`src/rtl/demux8_frame_rx.sv`:
```
// Collects 8 time-multiplexed channel words into one frame; frame_out/frame_valid one clock after the slot-7 beat.
// No backpressure: every din_valid beat is consumed; din_valid=0 cycles hold all state.
module demux8_frame_rx #(
    parameter int WIDTH = 3
) (
    input  logic                 clk,
    input  logic                 rst,
    input  logic [WIDTH-1:0]     din,
    input  logic                 din_valid,
    input  logic                 sof,
    output logic [8*WIDTH-1:0]   frame_out,
    output logic                 frame_valid,
    output logic [2:0]           slot,
    output logic                 err_sync,
    output logic [7:0]           frame_cnt
);

    typedef enum logic {
        HUNT = 1'b0,
        RECV = 1'b1
    } state_t;

    state_t               state_q, state_d;
    logic [2:0]           slot_q, slot_d;
    logic [7*WIDTH-1:0]   shadow_q, shadow_d;
    logic [8*WIDTH-1:0]   frame_q, frame_d;
    logic                 fv_q, fv_d;
    logic                 err_q, err_d;
    logic [7:0]           cnt_q, cnt_d;

    always_ff @(posedge clk or posedge rst) begin
        if (rst) begin
            state_q  <= HUNT;
            slot_q   <= 3'd0;
            shadow_q <= '0;
            frame_q  <= '0;
            fv_q     <= 1'b0;
            err_q    <= 1'b0;
            cnt_q    <= 8'd0;
        end else begin
            state_q  <= state_d;
            slot_q   <= slot_d;
            shadow_q <= shadow_d;
            frame_q  <= frame_d;
            fv_q     <= fv_d;
            err_q    <= err_d;
            cnt_q    <= cnt_d;
        end
    end

    always_comb begin
        state_d  = state_q;
        slot_d   = slot_q;
        shadow_d = shadow_q;
        frame_d  = frame_q;
        fv_d     = 1'b0;
        err_d    = 1'b0;
        cnt_d    = cnt_q;

        case (state_q)
            HUNT: begin
                if (din_valid && sof) begin
                    shadow_d[WIDTH-1:0] = din;
                    slot_d              = 3'd1;
                    state_d             = RECV;
                end
            end
            RECV: begin
                if (din_valid) begin
                    if (sof) begin
                        // Premature start: the partial frame is dropped and this beat becomes slot 0.
                        err_d               = 1'b1;
                        shadow_d[WIDTH-1:0] = din;
                        slot_d              = 3'd1;
                    end else if (slot_q == 3'd7) begin
                        frame_d = {din, shadow_q};
                        fv_d    = 1'b1;
                        cnt_d   = cnt_q + 8'd1;
                        slot_d  = 3'd0;
                        state_d = HUNT;
                    end else begin
                        shadow_d[int'(slot_q)*WIDTH +: WIDTH] = din;
                        slot_d = slot_q + 3'd1;
                    end
                end
            end
            default: begin
                state_d = HUNT;
                slot_d  = 3'd0;
            end
        endcase
    end

    assign frame_out   = frame_q;
    assign frame_valid = fv_q;
    assign slot        = slot_q;
    assign err_sync    = err_q;
    assign frame_cnt   = cnt_q;

endmodule

```
`config.mk`:
```
export PLATFORM = sky130hd
export DESIGN_NAME = demux8_frame_rx
export DESIGN_NICKNAME = d
export VERILOG_FILES = /design/src/rtl/demux8_frame_rx.sv
export SDC_FILE = /design/constraint.sdc
export NUM_CORES = 1
export LEC_CHECK = 0
export ABC_AREA = 1
export CAP_MARGIN = 5
export CORE_MARGIN = 2
export CORE_UTILIZATION = 45
export DETAILED_ROUTE_END_ITERATION = 8
export PLACE_DENSITY = 0.84
export SLEW_MARGIN = 20
export SYNTH_ARGS = -nofsm -noshare
export SYNTH_HDL_FRONTEND = slang
export SYNTH_SLANG_ARGS = --single-unit
```
`constraint.sdc`:
```
create_clock -name clk -period 1.75 [get_ports clk]
set_input_delay 0.2625 -clock clk [delete_from_list [all_inputs] [get_ports clk]]
set_output_delay 0.2625 -clock clk [all_outputs]
set_load 0.01 [all_outputs]
```
==> results <==
- The power share of the sequential group is 49.0%.
- The number of max-slew violations in the final report came to 0.
- The final hold violation count was 0.
- The number of sinks on the clock net is 59.
- The synthesized-area fraction occupied by ao, oa, aoi and oai cells is 2.16%.
- The reg2reg setup slack is 0.12 ns.
- After routing the design area is 3380 um2.
- The average instance area after synthesis is 8.45 um2.
- Of the cells placed in the final design, the portion with a size suffix greater than 1 is 11.3%.
- In this run the number of H-tree levels came out at 3.
- The count of hold-fix buffers inserted at cts is 0.
- The number of cells on the critical path is 1.
- The number of buffers added on ports is 43.
- The termination of the worst setup path is frame_cnt[0].
- After the first detailed-routing iteration, the DRC count stood at 139.
- Buffers inserted during clock tree synthesis total 9.
- The sequential-to-total area share from yosys stat is 56.7%.
- The initialized floorplan defines 27 standard-cell rows.
- The number of nets handed over by synthesis was 322.
- The worst setup skew after layout is 0.00959 ns.
- The net total in the final layout is 382.
- On the worst path, the slowest cell contributes a delay of 0.60 ns.
- The leakage component of the power is 1.77 nW.
- The number of synthesized register bits is 59.
- The largest family of logic cells by synthesized area is simple AND/OR/NAND/NOR gates.
- The signal on the critical path passes through clkdlybuf4s50_1.
- The wire length reported by the detailed router is 5.60 mm.
- The final routed wire length divided by cell count is 12.6 um.
- The multiplexer area fraction after synthesis is 0%.
- The area of placed instances is 3190 um2.
- The run finished with clean final reports.
- Counting both buffers and inverters, the worst setup path holds a total of 1.
- The maximum clock insertion buffer count is 2.
- The adder and majority gate portion of the synthesized area is 3.36%.
- The time the final worst path needs with I/O delays and setup is 1.68 ns.
- The placed cell count is 429.
- The non-filler instance count after layout is 445.
- The simple logic cell fraction of the synthesized area is 32.1%.
- The half-perimeter wire length of the detailed placement result is 3.95 mm.
- Before antenna repair, the detailed router went through 4 iterations.
- The final critical path takes up 96.2% of the cycle.
- The part of the total power dissipated in combinational logic is 18.4%.
- The detail route stage leaves a number of antenna-violating nets equal to 0.
- The final routed DRC violation total is 0.
- The final number of setup-violating endpoints is 0.
- Power spread over the standard cell area amounts to 1010 nW/um2.
- Across the VDD grid, the largest voltage drop is 0.000490 V.
- The area enclosed by the die boundary is 6410 um2.
- The aggregate global-route resource usage is 20.3%.
- The total net switching power is 1.05 mW.
- The post-synthesis cell area is 2600 um2.
- The number of top-level design ports is 44.
- In this run the critical register-to-register path is captured at frame_out[4]$_DFFE_PP0P_.
- Internal power comes to 2.36 mW.
- The max-capacitance violation count is 0.
- In this run the tightest slew margin relative to its limit is 66.9%.
- The synthesized netlist devotes 1.01% of its cell area to XOR and XNOR gates.
- Compared with the post-synthesis result, the final layout area differs by 29.8%.
- The detailed router placed 2233 vias in this run.
- After detailed routing, the number of vias per cell comes to 5.02.
- The global-route wire length before repair is 9.89 mm.
- Along the worst path, the maximum fanout reaches 6.
- The number of distinct library cell variants in the gate-level netlist after synthesis is 22.
- Clock tree synthesis selected as its root buffer the cell sky130_fd_sc_hd__clkbuf_8.
- The via count of the first global-routing pass is 2220.
- The data required time at the worst endpoint is 1.49 ns.
- Data on the critical path arrives at its endpoint at 1.42 ns.
- The Yosys step of the flow raised 0 warnings.
- The global placer's final weighted congestion is 0.924.
- Entering global routing, the biggest net connects 60 pins.
- The worst register-to-register path begins at slot[1]$_DFFE_PP0P_.
- The later-pin clock latency in the skew report is 0.35 ns.
- The origin of the worst setup path is frame_cnt[0]$_DFFE_PP0P_.
- The class of the tightest hold or removal check is input pin to async pin.
- The slowest stage of the critical path belongs to the cell sky130_fd_sc_hd__clkdlybuf4s50_1.
- After technology mapping, the gate count stands at 308.
- The count of antenna diodes in the layout is 0.
- The effective utilization at floorplan is 47.0%.
- The end-of-flow core utilization is 61.0%.
- For the pin with the worst max-slew slack, the measured transition is 0.492 ns.
- The highest attainable clock frequency is 594 MHz.
- The number of antenna violations at the first check in global routing was 0.
- The clock-pin slew of the registers on the worst-case setup and hold paths is 0.07 ns.
- The cell class contributing the biggest share of worst-path delay is buffers and inverters.
- The floorplan die width is 80.1 um.
- In this run the vertical extent of the chip is 80.1 um.
- Total power for the finished layout comes to 3.41 mW.
- The number of cells on the worst reg-to-reg path is 8.
- In this run the standard cell core region covers 5540 um2.
- The power share of the clock group is 32.6%.
- The startpoint type of the worst setup path is a flop.
- Global routing finished with a remaining overflow of 0.
- The TritonCTS clock tree is yes.
- STA classifies the critical path endpoint as a primary output.
- The worst setup path is of the flop to primary output kind.
- Setup repair after global routing left no endpoint under its margin.
- In this run switching power makes up 30.7% of total power.
[worst min path at each step]
stage | start | end | slack (ns) | cells past startpoint
after global placement | frame_out[19]$_DFFE_PP0P_ | frame_out[19]$_DFFE_PP0P_ | 0.45 | 2
final | rst | frame_out[12]$_DFFE_PP0P_ | 0.29 | 3
after global routing | rst | frame_out[13]$_DFFE_PP0P_ | 0.32 | 3
after floorplan | sof | err_sync$_DFF_PP0_ | 0.40 | 2
after CTS | rst | frame_out[13]$_DFFE_PP0P_ | 0.30 | 3
after detailed placement | frame_out[16]$_DFFE_PP0P_ | frame_out[16]$_DFFE_PP0P_ | 0.46 | 2
[per-stage QoR]
stage / setup slack (ns) / hold WS [ns] / setup TNS, ns
detailed placement: -0.00821 / 0.459 / -0.0184
floorplan: 0.0312 / 0.401 / 0
global placement: 0.0771 / 0.454 / 0
CTS: 0.0589 / 0.301 / 0
global route: 0.00958 / 0.317 / 0
finish: 0.0670 / 0.291 / 0
[cell type report]
cell class / instances / area, um2
inverters: 21 / 81.3
fillers: 490 / 2160
multi-input cells: 221 / 1010
clock inverters: 6 / 41.3
clock buffers: 10 / 138
well taps: 72 / 90.1
repair buffers: 56 / 541
flip-flops and latches: 59 / 1480
[worst register-to-register path: cells and delay by family, from the launching register on]
family	cells	cell delay, ns
adders and majority gates	2	0.40
buffers and inverters	2	0.35
DFF	1	0.42
and+or+nand+nor	4	0.37
[placed cells by master, fill, tap and decap left out, types with 2 or more instances in the layout]
cell type / instances
sky130_fd_sc_hd__clkinvlp_4: 3
sky130_fd_sc_hd__inv_2: 4
sky130_fd_sc_hd__buf_4: 12
sky130_fd_sc_hd__nand3_1: 13
sky130_fd_sc_hd__clkinv_2: 2
sky130_fd_sc_hd__ha_1: 7
sky130_fd_sc_hd__clkbuf_8: 10
sky130_fd_sc_hd__dfrtp_1: 59
sky130_fd_sc_hd__nand4_1: 12
sky130_fd_sc_hd__nor3_1: 4
sky130_fd_sc_hd__o21ai_0: 8
sky130_fd_sc_hd__clkdlybuf4s50_1: 43
sky130_fd_sc_hd__xor2_1: 3
sky130_fd_sc_hd__nand3b_1: 2
sky130_fd_sc_hd__inv_1: 16
sky130_fd_sc_hd__nor2_2: 2
sky130_fd_sc_hd__nand2_1: 146
sky130_fd_sc_hd__nand2_2: 3
sky130_fd_sc_hd__nor2_1: 15
[kinds of logic after synthesis]
kind of cell | Yosys count
AND/OR/NAND/NOR | 200
flip-flops | 59
XOR/XNOR | 3
buffers and inverters | 28
adder cells (fa/ha/maj) | 7
AO/OA/AOI/OAI | 11
[power by group through the flow]
| stage | sequential (mW) | clock, mW | combinational, mW |
|---|---|---|---|
| 6_report | 1.67 | 1.11 | 0.628 |
| 3_5_place_dp | 1.69 | 0 | 0.621 |
| 5_1_grt | 1.69 | 1.21 | 0.707 |
| 2_1_floorplan | 1.70 | 0 | 0.327 |
| 3_3_place_gp | 1.68 | 0 | 0.595 |
| 4_1_cts | 1.67 | 1.13 | 0.627 |
[what timing repair did]
action | 4_1_cts | 5_1_grt
buffers inserted | 0 | 0
setup endpoints to repair | 3 | 11
resized for setup | 1 | 4
[registers in the layout, summed over array words and instances, names as in the netlist]
name / cells
state_q: 1
shadow_q: 21
err_sync: 1
frame_out: 24
frame_valid: 1
frame_cnt: 8
slot: 3
[cell usage after synthesis]
| library cell | n | area [um2] |
|---|---|---|
| sky130_fd_sc_hd__nand2_1 | 147 | 552 |
| sky130_fd_sc_hd__nand3_1 | 13 | 65.1 |
| sky130_fd_sc_hd__buf_6 | 1 | 11.3 |
| sky130_fd_sc_hd__nand2_2 | 2 | 12.5 |
| sky130_fd_sc_hd__ha_1 | 7 | 87.6 |
| sky130_fd_sc_hd__nor3_1 | 4 | 20.0 |
| sky130_fd_sc_hd__dfrtp_1 | 59 | 1480 |
| sky130_fd_sc_hd__buf_4 | 1 | 7.51 |
| sky130_fd_sc_hd__nor2_4 | 1 | 11.3 |
| sky130_fd_sc_hd__o21ai_0 | 8 | 40.0 |
| sky130_fd_sc_hd__nor2_1 | 17 | 63.8 |
| sky130_fd_sc_hd__buf_2 | 5 | 25.0 |
| sky130_fd_sc_hd__nand4_1 | 12 | 75.1 |
| sky130_fd_sc_hd__nor3_2 | 1 | 10.0 |
| sky130_fd_sc_hd__inv_1 | 18 | 67.6 |
| sky130_fd_sc_hd__inv_2 | 3 | 11.3 |
| sky130_fd_sc_hd__a21oi_1 | 1 | 5.00 |
| sky130_fd_sc_hd__nand3b_1 | 2 | 15.0 |
| sky130_fd_sc_hd__o21ai_1 | 1 | 5.00 |
| sky130_fd_sc_hd__nand3_2 | 1 | 10.0 |
| sky130_fd_sc_hd__xor2_1 | 3 | 26.3 |
| sky130_fd_sc_hd__o22ai_1 | 1 | 6.26 |
[per-layer routing]
layer | track usage [%] | wire length, um
met1 | 25.0 | 2420
met2 | 32.3 | 2740
met3 | 4.61 | 268
met4 | 12.5 | 175
met5 | 0 | 0
Power figures use the tool's default switching activity.
